## config.mk

```make
export PLATFORM = sky130hd
export DESIGN_NAME = seq_shifter
export DESIGN_NICKNAME = d
export VERILOG_FILES = /design/src/rtl/seq_shifter_pkg.sv /design/src/rtl/seq_shifter_shift_step.sv /design/src/rtl/seq_shifter.sv
export SDC_FILE = /design/constraint.sdc
export NUM_CORES = 1
export LEC_CHECK = 0
export ABC_CLOCK_PERIOD_IN_PS = 5200
export CAP_MARGIN = 10
export CORE_MARGIN = 2
export CORE_UTILIZATION = 30
export DETAILED_ROUTE_END_ITERATION = 7
export PLACE_DENSITY_LB_ADDON = 0.05
export RECOVER_POWER = 25
export SYNTH_ARGS = -nofsm -noshare
export SYNTH_HDL_FRONTEND = slang
export SYNTH_HIERARCHICAL = 1
export SYNTH_SLANG_ARGS = --single-unit
```

## constraint.sdc

```tcl
create_clock -name clk -period 5.2 [get_ports clk]
set_input_delay 1.04 -clock clk [delete_from_list [all_inputs] [get_ports clk]]
set_output_delay 1.04 -clock clk [all_outputs]
set_load 0.05 [all_outputs]
```

## src/rtl/seq_shifter_pkg.sv

```systemverilog
// Shared types and constants for the multi-cycle shift unit.
package seq_shifter_pkg;

  typedef enum logic [1:0] {
    IDLE  = 2'd0,
    SHIFT = 2'd1,
    DONE  = 2'd2
  } state_t;

  localparam logic DIR_RIGHT = 1'b0;
  localparam logic DIR_LEFT  = 1'b1;

  // Largest useful shift: once every data bit (and G/R when present) has
  // been replaced by fill, further shifting changes nothing.
  function automatic int clamp_limit(input int width, input bit grs_en);
    return grs_en ? width + 2 : width;
  endfunction

endpackage

```

## src/rtl/seq_shifter_shift_step.sv

```systemverilog
// Combinational one-step shifter: moves the data (and the G/R tail on right
// shifts) by k <= STEP positions and reports what fell off the end.
module shift_step
  import seq_shifter_pkg::*;
#(
  parameter int WIDTH  = 32,
  parameter int STEP   = 4,
  parameter bit GRS_EN = 1'b1,
  parameter int KW     = $clog2(STEP + 1)
) (
  input  logic [WIDTH-1:0] i_data,
  input  logic             i_g,
  input  logic             i_r,
  input  logic [KW-1:0]    i_k,
  input  logic             i_dir,
  input  logic             i_fill,
  output logic [WIDTH-1:0] o_data,
  output logic             o_g,
  output logic             o_r,
  output logic             o_sticky,
  output logic             o_ovf
);

  localparam int CW = GRS_EN ? WIDTH + 2 : WIDTH;

  logic [CW-1:0]    w_chain_in;
  logic [CW-1:0]    w_c;
  logic [WIDTH-1:0] w_d;
  logic             w_s;
  logic             w_o;

  generate
    if (GRS_EN) begin : g_grs
      assign w_chain_in = {i_data, i_g, i_r};
      assign o_g        = w_c[1];
      assign o_r        = w_c[0];
    end else begin : g_nogrs
      logic w_unused_gr;
      assign w_unused_gr = i_g ^ i_r;
      assign w_chain_in  = i_data;
      assign o_g         = 1'b0;
      assign o_r         = 1'b0;
    end
  endgenerate

  // Unrolled single-bit shifts; only the first k iterations take effect.
  always_comb begin
    w_c = w_chain_in;
    w_d = i_data;
    w_s = 1'b0;
    w_o = 1'b0;
    for (int i = 0; i < STEP; i++) begin
      if (i < int'(i_k)) begin
        if (i_dir == DIR_RIGHT) begin
          w_s = w_s | w_c[0];
          w_c = {i_fill, w_c[CW-1:1]};
        end else begin
          w_o = w_o | w_d[WIDTH-1];
          w_d = {w_d[WIDTH-2:0], i_fill};
        end
      end
    end
  end

  assign o_data   = (i_dir == DIR_RIGHT) ? w_c[CW-1 -: WIDTH] : w_d;
  assign o_sticky = w_s;
  assign o_ovf    = w_o;

endmodule

```

## src/rtl/seq_shifter.sv

```systemverilog
// Multi-cycle shift unit: accepts an operand over valid/ready, shifts up to
// STEP bits per cycle, collects G/R/S on right shifts and lost-one overflow
// on left shifts. Optional feature macro: SEQ_SHIFTER_GRS_EN (G/R/S chain).
module seq_shifter
  import seq_shifter_pkg::*;
#(
  parameter int WIDTH = 32,
  parameter int STEP  = 4,
  parameter int AMT_W = 8
) (
  input  logic             clk,
  input  logic             reset,
  input  logic             abort,
  input  logic             in_valid,
  output logic             in_ready,
  input  logic [WIDTH-1:0] in_data,
  input  logic [AMT_W-1:0] in_amt,
  input  logic             in_dir,
  input  logic             in_arith,
  input  logic             in_fill,
  output logic             out_valid,
  input  logic             out_ready,
  output logic [WIDTH-1:0] out_data,
  output logic             out_guard,
  output logic             out_round,
  output logic             out_sticky,
  output logic             out_ovf,
  output logic             busy
);

`ifdef SEQ_SHIFTER_GRS_EN
  localparam bit GRS_EN = 1'b1;
`else
  localparam bit GRS_EN = 1'b0;
`endif

  localparam int LIM_R = clamp_limit(WIDTH, GRS_EN);
  localparam int LIM_L = clamp_limit(WIDTH, 1'b1);
  localparam int REM_W = $clog2(WIDTH + 3);
  localparam int KW    = $clog2(STEP + 1);

  state_t           r_state, w_state_nxt;
  logic [WIDTH-1:0] r_data;
  logic             r_g, r_r, r_s, r_ovf;
  logic             r_dir, r_fill, r_valid;
  logic [REM_W-1:0] r_rem, w_rem_ld;
  logic [KW-1:0]    w_k;
  logic [31:0]      w_amt_ext, w_lim;
  logic             w_accept;
  logic [WIDTH-1:0] w_data_nxt;
  logic             w_g_nxt, w_r_nxt, w_sticky, w_ovf;

  assign w_accept  = (r_state == IDLE) && in_valid && !abort;
  assign w_amt_ext = 32'(in_amt);
  assign w_lim     = (in_dir == DIR_LEFT) ? 32'(LIM_L) : 32'(LIM_R);

  // Clamp the requested amount and pick this cycle's step size.
  always_comb begin
    w_rem_ld = REM_W'(w_amt_ext);
    if (w_amt_ext > w_lim) w_rem_ld = REM_W'(w_lim);
    w_k = KW'(r_rem);
    if (r_rem > REM_W'(STEP)) w_k = KW'(STEP);
  end

  shift_step #(
    .WIDTH (WIDTH),
    .STEP  (STEP),
    .GRS_EN(GRS_EN),
    .KW    (KW)
  ) u_step (
    .i_data  (r_data),
    .i_g     (r_g),
    .i_r     (r_r),
    .i_k     (w_k),
    .i_dir   (r_dir),
    .i_fill  (r_fill),
    .o_data  (w_data_nxt),
    .o_g     (w_g_nxt),
    .o_r     (w_r_nxt),
    .o_sticky(w_sticky),
    .o_ovf   (w_ovf)
  );

  // State register.
  always_ff @(posedge clk) begin
    if (reset) r_state <= IDLE;
    else       r_state <= w_state_nxt;
  end

  // Next-state decode; abort overrides everything, including a handshake.
  always_comb begin
    w_state_nxt = r_state;
    case (r_state)
      IDLE:    if (in_valid) w_state_nxt = (w_rem_ld == '0) ? DONE : SHIFT;
      SHIFT:   if (r_rem <= REM_W'(STEP)) w_state_nxt = DONE;
      DONE:    if (out_ready) w_state_nxt = IDLE;
      default: w_state_nxt = IDLE;
    endcase
    if (abort) w_state_nxt = IDLE;
  end

  // Registered result-valid, mirrors entry into / stay in DONE.
  always_ff @(posedge clk) begin
    if (reset) r_valid <= 1'b0;
    else       r_valid <= (w_state_nxt == DONE);
  end

  // Datapath: load on accept, step while shifting, frozen otherwise.
  always_ff @(posedge clk) begin
    if (reset) begin
      r_data <= {1'b1, {(WIDTH-1){1'b0}}};
      r_g    <= 1'b0;
      r_r    <= 1'b0;
      r_s    <= 1'b0;
      r_ovf  <= 1'b0;
      r_dir  <= DIR_RIGHT;
      r_fill <= 1'b0;
      r_rem  <= '0;
    end else if (w_accept) begin
      r_data <= in_data;
      r_dir  <= in_dir;
      r_fill <= (in_dir == DIR_RIGHT && in_arith) ? in_data[WIDTH-1] : in_fill;
      r_rem  <= w_rem_ld;
      r_g    <= 1'b0;
      r_r    <= 1'b0;
      r_s    <= 1'b0;
      r_ovf  <= 1'b0;
    end else if (r_state == SHIFT && !abort) begin
      r_data <= w_data_nxt;
      r_g    <= w_g_nxt;
      r_r    <= w_r_nxt;
      r_s    <= r_s | w_sticky;
      r_ovf  <= r_ovf | w_ovf;
      r_rem  <= r_rem - REM_W'(w_k);
    end
  end

  assign in_ready  = (r_state == IDLE);
  assign busy      = (r_state != IDLE);
  assign out_valid = r_valid;
  assign out_data  = r_data;
  assign out_ovf   = r_ovf;

`ifdef SEQ_SHIFTER_GRS_EN
  assign out_guard  = r_g;
  assign out_round  = r_r;
  assign out_sticky = r_s;
`else
  logic w_unused_grs;
  assign w_unused_grs = r_g ^ r_r ^ r_s;
  assign out_guard    = 1'b0;
  assign out_round    = 1'b0;
  assign out_sticky   = 1'b0;
`endif

endmodule

```

==> reports/metrics.yaml <==
worst_setup_path:
  crit_fanout: 37
  cpLargestDelayFamily: "simple AND/OR/NAND/NOR gates"
  cp_slowest_stage_delay_ns: 0.54
  critical_path_class: "flop to flop"
  crit_buf_inv: 2
  end_kind: "flop"
  crit_path_frequent_cell: "nor4_1"
  required_ns: 5.34
  worst_path_max_delay_cell: "nand2_1"
  critPathArrivalTime_ns: 3.69
  crit_path_cell_trace: "nor4_1 -> inv_2 -> buf_4 -> nor2b_1 -> nand2_1 -> a221oi_1 -> nor4_1 -> a22oi_1 -> a21oi_1"
  start_kind: "flop"
route:
  drt-initial-drc-count: 763
  wl_microns: 21380
  dr_total_vias: 5872
  ant_nets: 0
  routedWlPerCell_microns: 22.60
  drt-vias-per-instance: 6.207
  drc: 0
  dr.pass1.iters: 7
sta:
  finalHoldViolCount: 0
  fin_setup_tns_ns: 0
  worstMarginPinSlew_ns: 1.045
  skew_ns: 0.01028
  final-setup-viol-count: 0
  drv_slew: 0
  max_slew_margin: 0.3031
  finalCritPeriodShare: 0.6829
  rsz0062_at_grt: "no"
  fin_crit_ns: 3.551
  max_freq_mhz: 281.6
clock_tree:
  path_clk_slew_ns: 0.07
  htreeDepth: 2
  cts_tree: "done"
  hold_buffers: 0
  cts_buffer_depth: 2
  post_cts_buffers: 0
  root_buffer: "clkbuf_16"
  clock_latency_ns: 0.31
  clock_sinks: 44
  numCtsBuffers: 5
  cts-resized-gates: 0
die:
  initial_core_util: 0.3077
  die_w_microns: 131.7
  fp.coreArea_sq_mm: 0.01589
  io-pin-count: 87
  die_y_microns: 131.7
  die_area_sq_mm: 0.01733
  num_rows: 46
yosys:
  ys_warn_count: 6
  syn_inst: 705
  syn_area_sq_mm: 0.004888
  avgSynthCellArea_sq_um: 6.934
layout:
  final_common_cell: "nand2_1"
  mostFrequentLayoutCells: "nand2_1 (107), a21oi_1 (82), clkdlybuf4s50_1 (66), a22oi_1 (49), o21ai_0 (46)"
  final_layout_size_suffix_gt1_frac: 0.07397
  syn2layout_area_growth_pct: 19.22
  diodes: 0
  finalNetCount: 779
power_and_ir_drop:
  fin_total_pwr_mw: 1.316
  ir_worst_vdd_mv: 0.1433
  p_leak_nw: 1.917
  p_per_area_mw_per_mm2: 225.8
status:
  outcome: "completed"
placement:
  port_buffers: 83
  dpl.hpwl_microns: 14340
  gp_congestion: 0.9201
global_route:
  grt-ovfl-total: 0
  grt_pass1_wl_microns: 33440
  grt_max_degree: 76
  grt_pass1_vias: 5525
  grt_use_total: 0.2424
  antenna_found_initial: 0
worst_hold_path:
  holdCritPathClass: "flop to flop"
job:
  cap_violations: 0
## state kept, by name, summed over array words and instances, names as in the netlist
name       cells
out_data      32
out_ovf        1
out_valid      1
r_dir          1
r_fill         1
r_rem          6
r_state        2
## worst min-delay path: stages, from the launching register on
cell and delay (ns):
dfxtp_1 0.33, nand3_1 0.07, o31ai_1 0.06
## power breakdown
group,internal [mW],switching [mW],leakage [nW],total [mW]
logic,0.204,0.352,1.49,0.555
registers,0.355,0.0639,0.360,0.419
clock network,0.178,0.163,0.0669,0.342
## final timing paths
check / start / end / slack (ns) / depth (start not counted)
min reg2reg: r_rem[5] / r_rem[5] / 0.51 / 2
max: r_rem[2] / out_data[29] / 1.65 / 9
max reg2reg: r_rem[2] / out_data[29] / 1.65 / 9
min: r_rem[5] / r_rem[5] / 0.51 / 2
## final cells by class
| type | instances | area (sq um) |
|---|---|---|
| sequential | 44 | 884.6 |
| clock buffer | 6 | 128.9 |
| inverter | 21 | 78.83 |
| fill | 1715 | 10060 |
| clock inverter | 2 | 12.51 |
| timing repair buffer | 97 | 930.9 |
| multi-input combinational | 560 | 3522 |
| tap | 216 | 270.3 |
## per-layer routing
metal	vias up	track usage	wire, microns
met3	42	0.04437	1867
li1	2694	-	-
met4	0	0.08273	578
met1	2808	0.3577	9753
met5	-	0	0
met2	328	0.3496	9182
## metrics by stage
step | util | instance area (sq um) | worst slack (ns) | hold slack [ns] | instances
4_1_cts | 0.3669 | 5828 | 1.708 | 0.5136 | 946
6_report | 0.3669 | 5828 | 1.649 | 0.5084 | 946
3_5_place_dp | 0.3580 | 5687 | 1.737 | 0.5025 | 938
2_1_floorplan | - | 4896 | 2.648 | 0.4758 | 707
5_1_grt | 0.3669 | 5828 | 1.280 | 0.5508 | 946
3_3_place_gp | 0.3580 | 5687 | 1.782 | 0.4993 | 938
Power figures use the tool's default switching activity.
